$ cat src/rtl/aud_transport_ctrl.sv
// aud_transport_ctrl
// Transport controller for the audio subsystem: waits for codec initialisation,
// then sequences record / record-pause / play / play-pause / stop from one-cycle
// key pulses. It generates SRAM word addresses {slot, offset} for one of SLOTS
// recording slots and keeps a per-slot length table so playback ends (or loops)
// at the recorded end.
//
// Ports
//   i_clk, i_rst                     clock, synchronous active-high reset
//   i_key_rec/play/stop              debounced one-cycle key pulses
//   i_slot                           slot select, sampled on record/play start
//   i_loop                           loop-play mode, sampled at end of slot
//   i_sample_tick                    one-cycle strobe per audio sample
//   i_init_done                      codec initialiser finished
//   o_init_start                     request codec initialisation (registered)
//   o_state                          current state code (registered)
//   o_sram_addr                      {slot, offset} (registered)
//   o_sram_we, o_play_tick           per-sample write / consume strobes (comb)
//   o_rec_en, o_play_en              recorder / player enables (registered)
//   o_full, o_done                   end-of-slot event pulses (comb)
//   o_slot_len                       length entry of the active slot (registered)
//
// state        | meaning
// S_IDLE  (0)  | stopped, waiting for rec/play
// S_INIT  (1)  | codec initialisation requested, keys ignored
// S_RECD  (2)  | recording, one word written per sample tick
// S_RECD_PAUSE | recording paused, offset and length held
// S_PLAY  (4)  | playing, one word consumed per sample tick
// S_PLAY_PAUSE | playback paused, offset held

module aud_transport_ctrl #(
    parameter int ADDR_W = 20,
    parameter int SLOTS  = 4,
    localparam int SEL_W = $clog2(SLOTS),
    localparam int OFF_W = ADDR_W - SEL_W
) (
    input  logic              i_clk,
    input  logic              i_rst,
    input  logic              i_key_rec,
    input  logic              i_key_play,
    input  logic              i_key_stop,
    input  logic [SEL_W-1:0]  i_slot,
    input  logic              i_loop,
    input  logic              i_sample_tick,
    input  logic              i_init_done,
    output logic              o_init_start,
    output logic [2:0]        o_state,
    output logic [ADDR_W-1:0] o_sram_addr,
    output logic              o_sram_we,
    output logic              o_rec_en,
    output logic              o_play_en,
    output logic              o_play_tick,
    output logic              o_full,
    output logic              o_done,
    output logic [OFF_W:0]    o_slot_len
);

    typedef enum logic [2:0] {
        S_IDLE       = 3'd0,
        S_INIT       = 3'd1,
        S_RECD       = 3'd2,
        S_RECD_PAUSE = 3'd3,
        S_PLAY       = 3'd4,
        S_PLAY_PAUSE = 3'd5
    } state_t;

    state_t             r_state;
    logic [SEL_W-1:0]   r_slot;
    logic [OFF_W-1:0]   r_off;
    logic [OFF_W:0]     r_len [SLOTS];
    logic               r_init_start;
    logic               r_rec_en;
    logic               r_play_en;
    logic [OFF_W:0]     r_slot_len;

    state_t             w_state_nxt;
    logic [SEL_W-1:0]   w_slot_nxt;
    logic [OFF_W-1:0]   w_off_nxt;
    logic               w_len_we;
    logic [SEL_W-1:0]   w_len_idx;
    logic [OFF_W:0]     w_len_val;
    logic [OFF_W:0]     w_slot_len_nxt;
    logic [OFF_W:0]     w_off_inc;

    // One bit wider than the offset so a full slot's length (2^OFF_W) fits.
    assign w_off_inc = {1'b0, r_off} + (OFF_W+1)'(1);

    always_ff @(posedge i_clk) begin
        if (i_rst) begin
            r_state      <= S_INIT;
            r_slot       <= '0;
            r_off        <= '0;
            for (int i = 0; i < SLOTS; i++) r_len[i] <= '0;
            r_init_start <= 1'b1;
            r_rec_en     <= 1'b0;
            r_play_en    <= 1'b0;
            r_slot_len   <= '0;
        end else begin
            r_state      <= w_state_nxt;
            r_slot       <= w_slot_nxt;
            r_off        <= w_off_nxt;
            for (int i = 0; i < SLOTS; i++) begin
                if (w_len_we && (w_len_idx == SEL_W'(i))) r_len[i] <= w_len_val;
            end
            r_init_start <= (w_state_nxt == S_INIT);
            r_rec_en     <= (w_state_nxt == S_RECD);
            r_play_en    <= (w_state_nxt == S_PLAY);
            r_slot_len   <= w_slot_len_nxt;
        end
    end

    always_comb begin
        w_state_nxt = r_state;
        w_slot_nxt  = r_slot;
        w_off_nxt   = r_off;
        w_len_we    = 1'b0;
        w_len_idx   = r_slot;
        w_len_val   = w_off_inc;
        case (r_state)
            S_INIT: begin
                if (i_init_done) w_state_nxt = S_IDLE;
            end
            S_IDLE: begin
                if (i_key_stop) begin
                    w_state_nxt = S_IDLE;
                end else if (i_key_rec) begin
                    w_state_nxt = S_RECD;
                    w_slot_nxt  = i_slot;
                    w_off_nxt   = '0;
                    w_len_we    = 1'b1;
                    w_len_idx   = i_slot;
                    w_len_val   = '0;
                end else if (i_key_play && (r_len[i_slot] != '0)) begin
                    w_state_nxt = S_PLAY;
                    w_slot_nxt  = i_slot;
                    w_off_nxt   = '0;
                end
            end
            S_RECD: begin
                if (i_sample_tick) begin
                    w_len_we  = 1'b1;
                    w_off_nxt = w_off_inc[OFF_W-1:0];
                end
                if (i_key_stop || o_full) w_state_nxt = S_IDLE;
                else if (i_key_rec)       w_state_nxt = S_RECD_PAUSE;
            end
            S_RECD_PAUSE: begin
                if (i_key_stop)     w_state_nxt = S_IDLE;
                else if (i_key_rec) w_state_nxt = S_RECD;
            end
            S_PLAY: begin
                if (i_sample_tick) w_off_nxt = o_done ? '0 : w_off_inc[OFF_W-1:0];
                if (i_key_stop || (o_done && !i_loop)) w_state_nxt = S_IDLE;
                else if (i_key_play)                   w_state_nxt = S_PLAY_PAUSE;
            end
            S_PLAY_PAUSE: begin
                if (i_key_stop)      w_state_nxt = S_IDLE;
                else if (i_key_play) w_state_nxt = S_PLAY;
            end
            default: w_state_nxt = S_IDLE;
        endcase
        if (w_state_nxt == S_IDLE) w_off_nxt = '0;
        // Registered length output follows the table as it will be after this edge.
        w_slot_len_nxt = (w_len_we && (w_len_idx == w_slot_nxt)) ? w_len_val : r_len[w_slot_nxt];
    end

    always_comb begin
        o_sram_we   = (r_state == S_RECD) && i_sample_tick;
        o_play_tick = (r_state == S_PLAY) && i_sample_tick;
        o_full      = o_sram_we && (&r_off);
        o_done      = o_play_tick && (w_off_inc == r_len[r_slot]);
    end

    assign o_state      = r_state;
    assign o_sram_addr  = {r_slot, r_off};
    assign o_init_start = r_init_start;
    assign o_rec_en     = r_rec_en;
    assign o_play_en    = r_play_en;
    assign o_slot_len   = r_slot_len;

endmodule

$ cat config.mk
export PLATFORM = sky130hd
export DESIGN_NAME = aud_transport_ctrl
export DESIGN_NICKNAME = d
export VERILOG_FILES = /design/src/rtl/aud_transport_ctrl.sv
export SDC_FILE = /design/constraint.sdc
export NUM_CORES = 1
export LEC_CHECK = 0
export BUFFER_PORTS_ARGS = -buffer_cell sky130_fd_sc_hd__buf_4
export CAP_MARGIN = 30
export CORE_MARGIN = 2
export CORE_UTILIZATION = 55
export CTS_CLUSTER_DIAMETER = 100
export DETAILED_ROUTE_END_ITERATION = 10
export GPL_TIMING_DRIVEN = 0
export PLACE_DENSITY_LB_ADDON = 0.05
export SLEW_MARGIN = 20
export SYNTH_ARGS = -nofsm -noshare
export SYNTH_HDL_FRONTEND = slang
export SYNTH_SLANG_ARGS = --single-unit
$ cat constraint.sdc
create_clock -name i_clk -period 9.42 [get_ports i_clk]
set_clock_uncertainty 0.1 [all_clocks]
set_input_delay 1.884 -clock i_clk [delete_from_list [all_inputs] [get_ports i_clk]]
set_output_delay 1.884 -clock i_clk [all_outputs]
set_load 0.005 [all_outputs]
# [Word level (Yosys, flattened, before mapping)]
# Memory sizes are Yosys's and may differ from the RTL's. A register that Yosys moved wholly into a read port is not among the register bits.
# Cells that the tools add are included.
[word_totals] register_bits=45 ramBits=76 input_bits=10 elab_cells=106 memories=1
[classes] n_addsub=1 n_eq_ne=17 mux=54 bitwise_logic=4 reduce_logical=22
[mem_list] name="r_len" words=4 word_bits=19 read_ports=3 rd_ports_with_merged_regs=1 wr=4 line_no="70" rtl="logic [OFF_W:0] r_len [SLOTS];"
[ops] op="2-to-1 mux 19 bit" count=8
[ops] op="2-to-1 mux 18 bit" count=6
[ops] op="one-hot mux 18 bit (3 select lines)" count=1
[ops] op="2-to-1 mux 3 bit" count=12
[ops] op="adder 18 x 1 -> 19 bit (second input constant)" count=1
[ops] op="equality test 19 bit" count=1
[ops] op="nonzero test 19 bit" count=1
[ops] op="one-hot mux 3 bit (6 select lines)" count=1
[ops] op="AND reduction 18 bit" count=1
[ops] op="2-to-1 mux 1 bit" count=17
[ops] op="2-to-1 mux 2 bit" count=8
[ops] op="logical AND 1 bit" count=11
[ops] op="equality test 3 x 2 -> 1 bit (second input constant)" count=3
[ops] op="equality test 3 bit (second input constant)" count=3
[ops] op="equality test 3 x 1 -> 1 bit (second input constant)" count=2
[ops] op="zero test 3 bit" count=2
[ops] op="inequality test 2 bit (second input constant)" count=3
[ops] op="AND reduction 5 bit" count=1
[ops] op="equality test 2 bit (second input constant)" count=2
[ops] op="bitwise OR 1 bit" count=4
[ops] op="inequality test 3 bit (second input constant)" count=1
[ops] op="nonzero test 3 bit" count=1
[ops] op="equality test 2 x 1 -> 1 bit (second input constant)" count=1
[ops] op="equality test 2 bit" count=1
[ops] op="other kinds (5)" count=6

# [Depth between registers and ports, before layout]
# An unclocked memory read counts as a cell.
[logic_depth] word_depth=10 ltp_mapped=13

# [Least setup slack after synthesis]
# OpenSTA, ideal clock, no wires.
[synth_path] kind="input port to output port" startpoint="in i_sample_tick" endpoint="out o_done" t_arrival_ns=3.000 t_required_ns=7.436 setup_slack_ns=4.436 path_stages=6 cell_sequence="nor2b_1 > nor3b_1 > o211a_1 > nand3_1 > nor4_2 > and3_1"
[synth_between] elab_chain_len=2
[synth_lines] item="start: declaration" line_no="44" rtl="input logic i_sample_tick,"
[synth_lines] item="logical AND 1 bit" line_no="169" rtl="o_play_tick = (r_state == S_PLAY) && i_sample_tick;"
[synth_lines] item="via o_play_tick" line_no="52" rtl="output logic o_play_tick,"
[synth_lines] item="logical AND 1 bit" line_no="171" rtl="o_done = o_play_tick && (w_off_inc == r_len[r_slot]);"
[synth_lines] item="end: declaration" line_no="54" rtl="output logic o_done,"
# The timed path passes the listed nets, and every way through them passes these cells.

# [Worst setup path after layout]
[layout_path] startpoint="in i_sample_tick" endpoint="out o_done"
[layout_between] elab_chain_len=2
[layout_lines] item="logical AND 1 bit" line_no="169"
[layout_lines] item="logical AND 1 bit" line_no="171"
# Every way passes these cells.

==> impl_results.md <==
- Asr flop ratio synth: 0%
- Synth Net Count: roughly 700
- Antenna-violating nets left: 0
- Root buffer cell: clkbuf_16
- Detailed Place HPWL: about 15000 um
- Hold path start: r_off[17]
- Mean post-synth cell area: approximately 10 um^2
- Initial antenna violation count: 0
- # setup viols final: 0
- P per Cell Area: about 170 mW/mm^2
- CP Capture Type: primary output
- Mapped Area: just over 0.007 mm^2
- Max VDD drop: around 0.00015 V
- Final worst slack: around 3700 ps
- Sequential share of the synthesized area: a little under half
- Chip Width: 117.2 um
- Inst Count DP: just over 900
- Number of global-route vias before repair: approximately 5.7k
- Period utilization: 60.57%
- Cell count after synthesis: between 600 and 700
- EDFF count, synth: 76
- DR WL/cell: 22.47 um
- RSZ-0062 raised after global routing: false
- Num CTS Buffers: 17
- Postcts setup bufs: 0
- Post-route DRC: 0
- Area grow syn2layout: 18.04%
- H-tree depth: 4
- Initial Utilization: between 50% and 60%
- Required @ worst endpoint: about 7400 ps
- Fin cells: ~950
- Startpoint Class: primary input
- 1st-iter DRT viols: about 870
- YS warnings: 0
- Drt pass-1 iters: 8
- Fin crit period: 5706 ps
- Synth unique cells: 69
- # hold bufs at CTS: 0
- Crit path arrival time: between 3000 and 4000 ps
- Pleak: roughly 3 nW
- Worst slew pin tran: approximately 1000 ps
- First-pass GRT wire length: roughly 32000 um
- Die H: around 120 um
- Max Freq: around 0.18 GHz
- Post-CTS sizing: 0
- Vias per cell: ~6.4
- GRT overflow: 0
- Clock Sinks: roughly 120
- Most used flip-flop cell after synthesis: edfxtp_1
- I/O pins: 59
- Nets@finish: 774
- Crit-path max FO: 4
- Core Footprint: ~0.013 mm^2
- Final hold vios: 0
- Relative slew slack: between 30 and 40%
- Pre-CTS WS: roughly 3800 ps
- Area of the die: around 0.014 mm^2
- Maxcap violations: 0
- Site Rows: 41
- R2r startpoint: r_len[1][5]
- Clock-pin slew on the worst setup and hold paths: ~50 ps
- Status: complete, no violations
- Crit. Startpoint: i_sample_tick
- Hold slack: approximately 440 ps
- N_diodes: 0
- Via Count: ~6.1k
- CTS tree: built
- GP Congestion: about 1
- Port bufs: 56
- Largest net degree at the start of global routing: 20
- Hold Crit Class: reg2reg
- FF+latch count, synth: 121
- Total wire length: 21310 um
- GRT Total Usage: about 32%
- Number of max-slew violations in the final report: 0
- Setup TNS: 0 ps
- Layout cells sized above 1: between 20% and 30%
- Maximum root-to-sink buffer count: 2
- Clock latency at the later pin of the worst-skew pair: 420 ps
- Setup Crit Path Kind: in2out
layout make-up:
class,count,area (um^2)
buffer,50,274.0
clock buffer,18,439.2
clock inverter,14,172.7
fill,1006,4249
inverter,9,33.78
multi-input combinational,507,3566
sequential,121,3183
tap,172,215.2
timing repair buffer,57,435.4
final timing paths:
check                   to  cells past startpoint  slack, ps
min              r_off[17]                      2        440
min reg2reg      r_off[17]                      2        440
max reg2reg  o_slot_len[7]                     10       5580
max                 o_done                      8       3710
registers in the layout, indices dropped and copies added, names as in the netlist:
register,flops
o_state,3
o_slot_len,19
r_len,76
o_rec_en,1
r_off,18
o_play_en,1
o_init_start,1
r_slot,2
where the power goes:
group          leakage (nW)  internal, W  switching (W)
logic                  1.61    0.0000687      0.0000921
clock network         0.285     0.000423       0.000251
registers              1.15     0.000586      0.0000158
critical path: stages:
cell and delay, ps:
buf_4 80, nor2b_1 270, nor3b_1 570, o211a_1 280, nand3_1 90, nor4_2 190
and3_1 230, buf_4 120
layer usage:
metal,share of wire (%),track usage [%],up-vias,wire [um]
li1,-,-,2717,-
met1,39,41.51,2901,8205
met2,48,52.87,392,10120
met3,9.1,4.995,76,1929
met4,4.9,16.63,0,1047
met5,0,0,-,0
Yosys cell counts (all sizes together), types with 3 or more instances:
| cell | number | share of area, % |
|---|---|---|
| inv | 9 | 0.48 |
| nand4 | 14 | 1.4 |
| nor2b | 17 | 1.5 |
| dfxtp | 45 | 13 |
| nor3 | 21 | 1.6 |
| nor4 | 20 | 2.0 |
| mux2 | 22 | 3.5 |
| nor4b | 7 | 1.1 |
| and4 | 4 | 0.50 |
| clkbuf | 25 | 1.3 |
| nor3b | 4 | 0.43 |
| a21oi | 21 | 2.0 |
| and3 | 4 | 0.35 |
| mux2i | 24 | 3.4 |
| a21o | 3 | 0.32 |
| and2 | 6 | 0.53 |
| a31o | 3 | 0.37 |
| nand2b | 6 | 0.53 |
| edfxtp | 76 | 32 |
| xnor2 | 12 | 1.6 |
| or2 | 4 | 0.35 |
| o221ai | 7 | 0.87 |
| buf | 25 | 2.5 |
| nand2 | 44 | 2.3 |
| xor2 | 8 | 0.99 |
| o21ai | 40 | 3.3 |
| xnor3 | 3 | 0.96 |
| nor2 | 116 | 6.2 |
| a31oi | 18 | 1.6 |
| mux4 | 19 | 6.5 |
| nand3 | 25 | 1.8 |
| and4b | 3 | 0.48 |
kinds of logic (layout without fill, tap and decap cells):
| group | count (synthesis) | in the layout | synth area share, % |
|---|---|---|---|
| multiplexers | 65 | 65 | 13.42 |
| flip-flops | 121 | 121 | 45.16 |
| AND/OR/NAND/NOR | 302 | 302 | 21.78 |
| adder cells (fa/ha/maj) | 1 | 1 | 0.1775 |
| AO/OA/AOI/OAI | 115 | 115 | 11.20 |
| XOR/XNOR | 24 | 24 | 3.888 |
| buffers and inverters | 59 | 148 | 4.367 |
cells in the final DEF (no fill, tap or decap), types with 4 or more instances in the layout:
cell type   count
a21oi_1        12
a21oi_2         9
a31oi_1        18
and2_1          6
and3_1          4
and4_1          4
buf_2          14
buf_4          62
clkbuf_1       24
clkbuf_16      17
clkinvlp_4      5
dfxtp_1        45
edfxtp_1       76
inv_1           9
mux2_2         22
mux2i_1        24
mux4_1          8
mux4_2         11
nand2_1        44
nand2b_1        6
nand3_1        25
nand4_1        12
nor2_1        116
nor2b_1        17
nor3_1         20
nor3b_1         4
nor4_1         18
nor4b_1         6
o21ai_0        31
o21ai_2         9
o221ai_1        7
xnor2_1        11
xor2_1          8
stage by stage:
stage	area, um^2	utilization, %	power, W
global route	8319	66.19	0.001475
floorplan	7048	-	0.0007092
CTS	8319	66.19	0.001435
detailed placement	7707	61.32	0.0007680
finish	8319	66.19	0.001437
global placement	7684	61.13	0.0007624
Power figures use the tool's default switching activity.
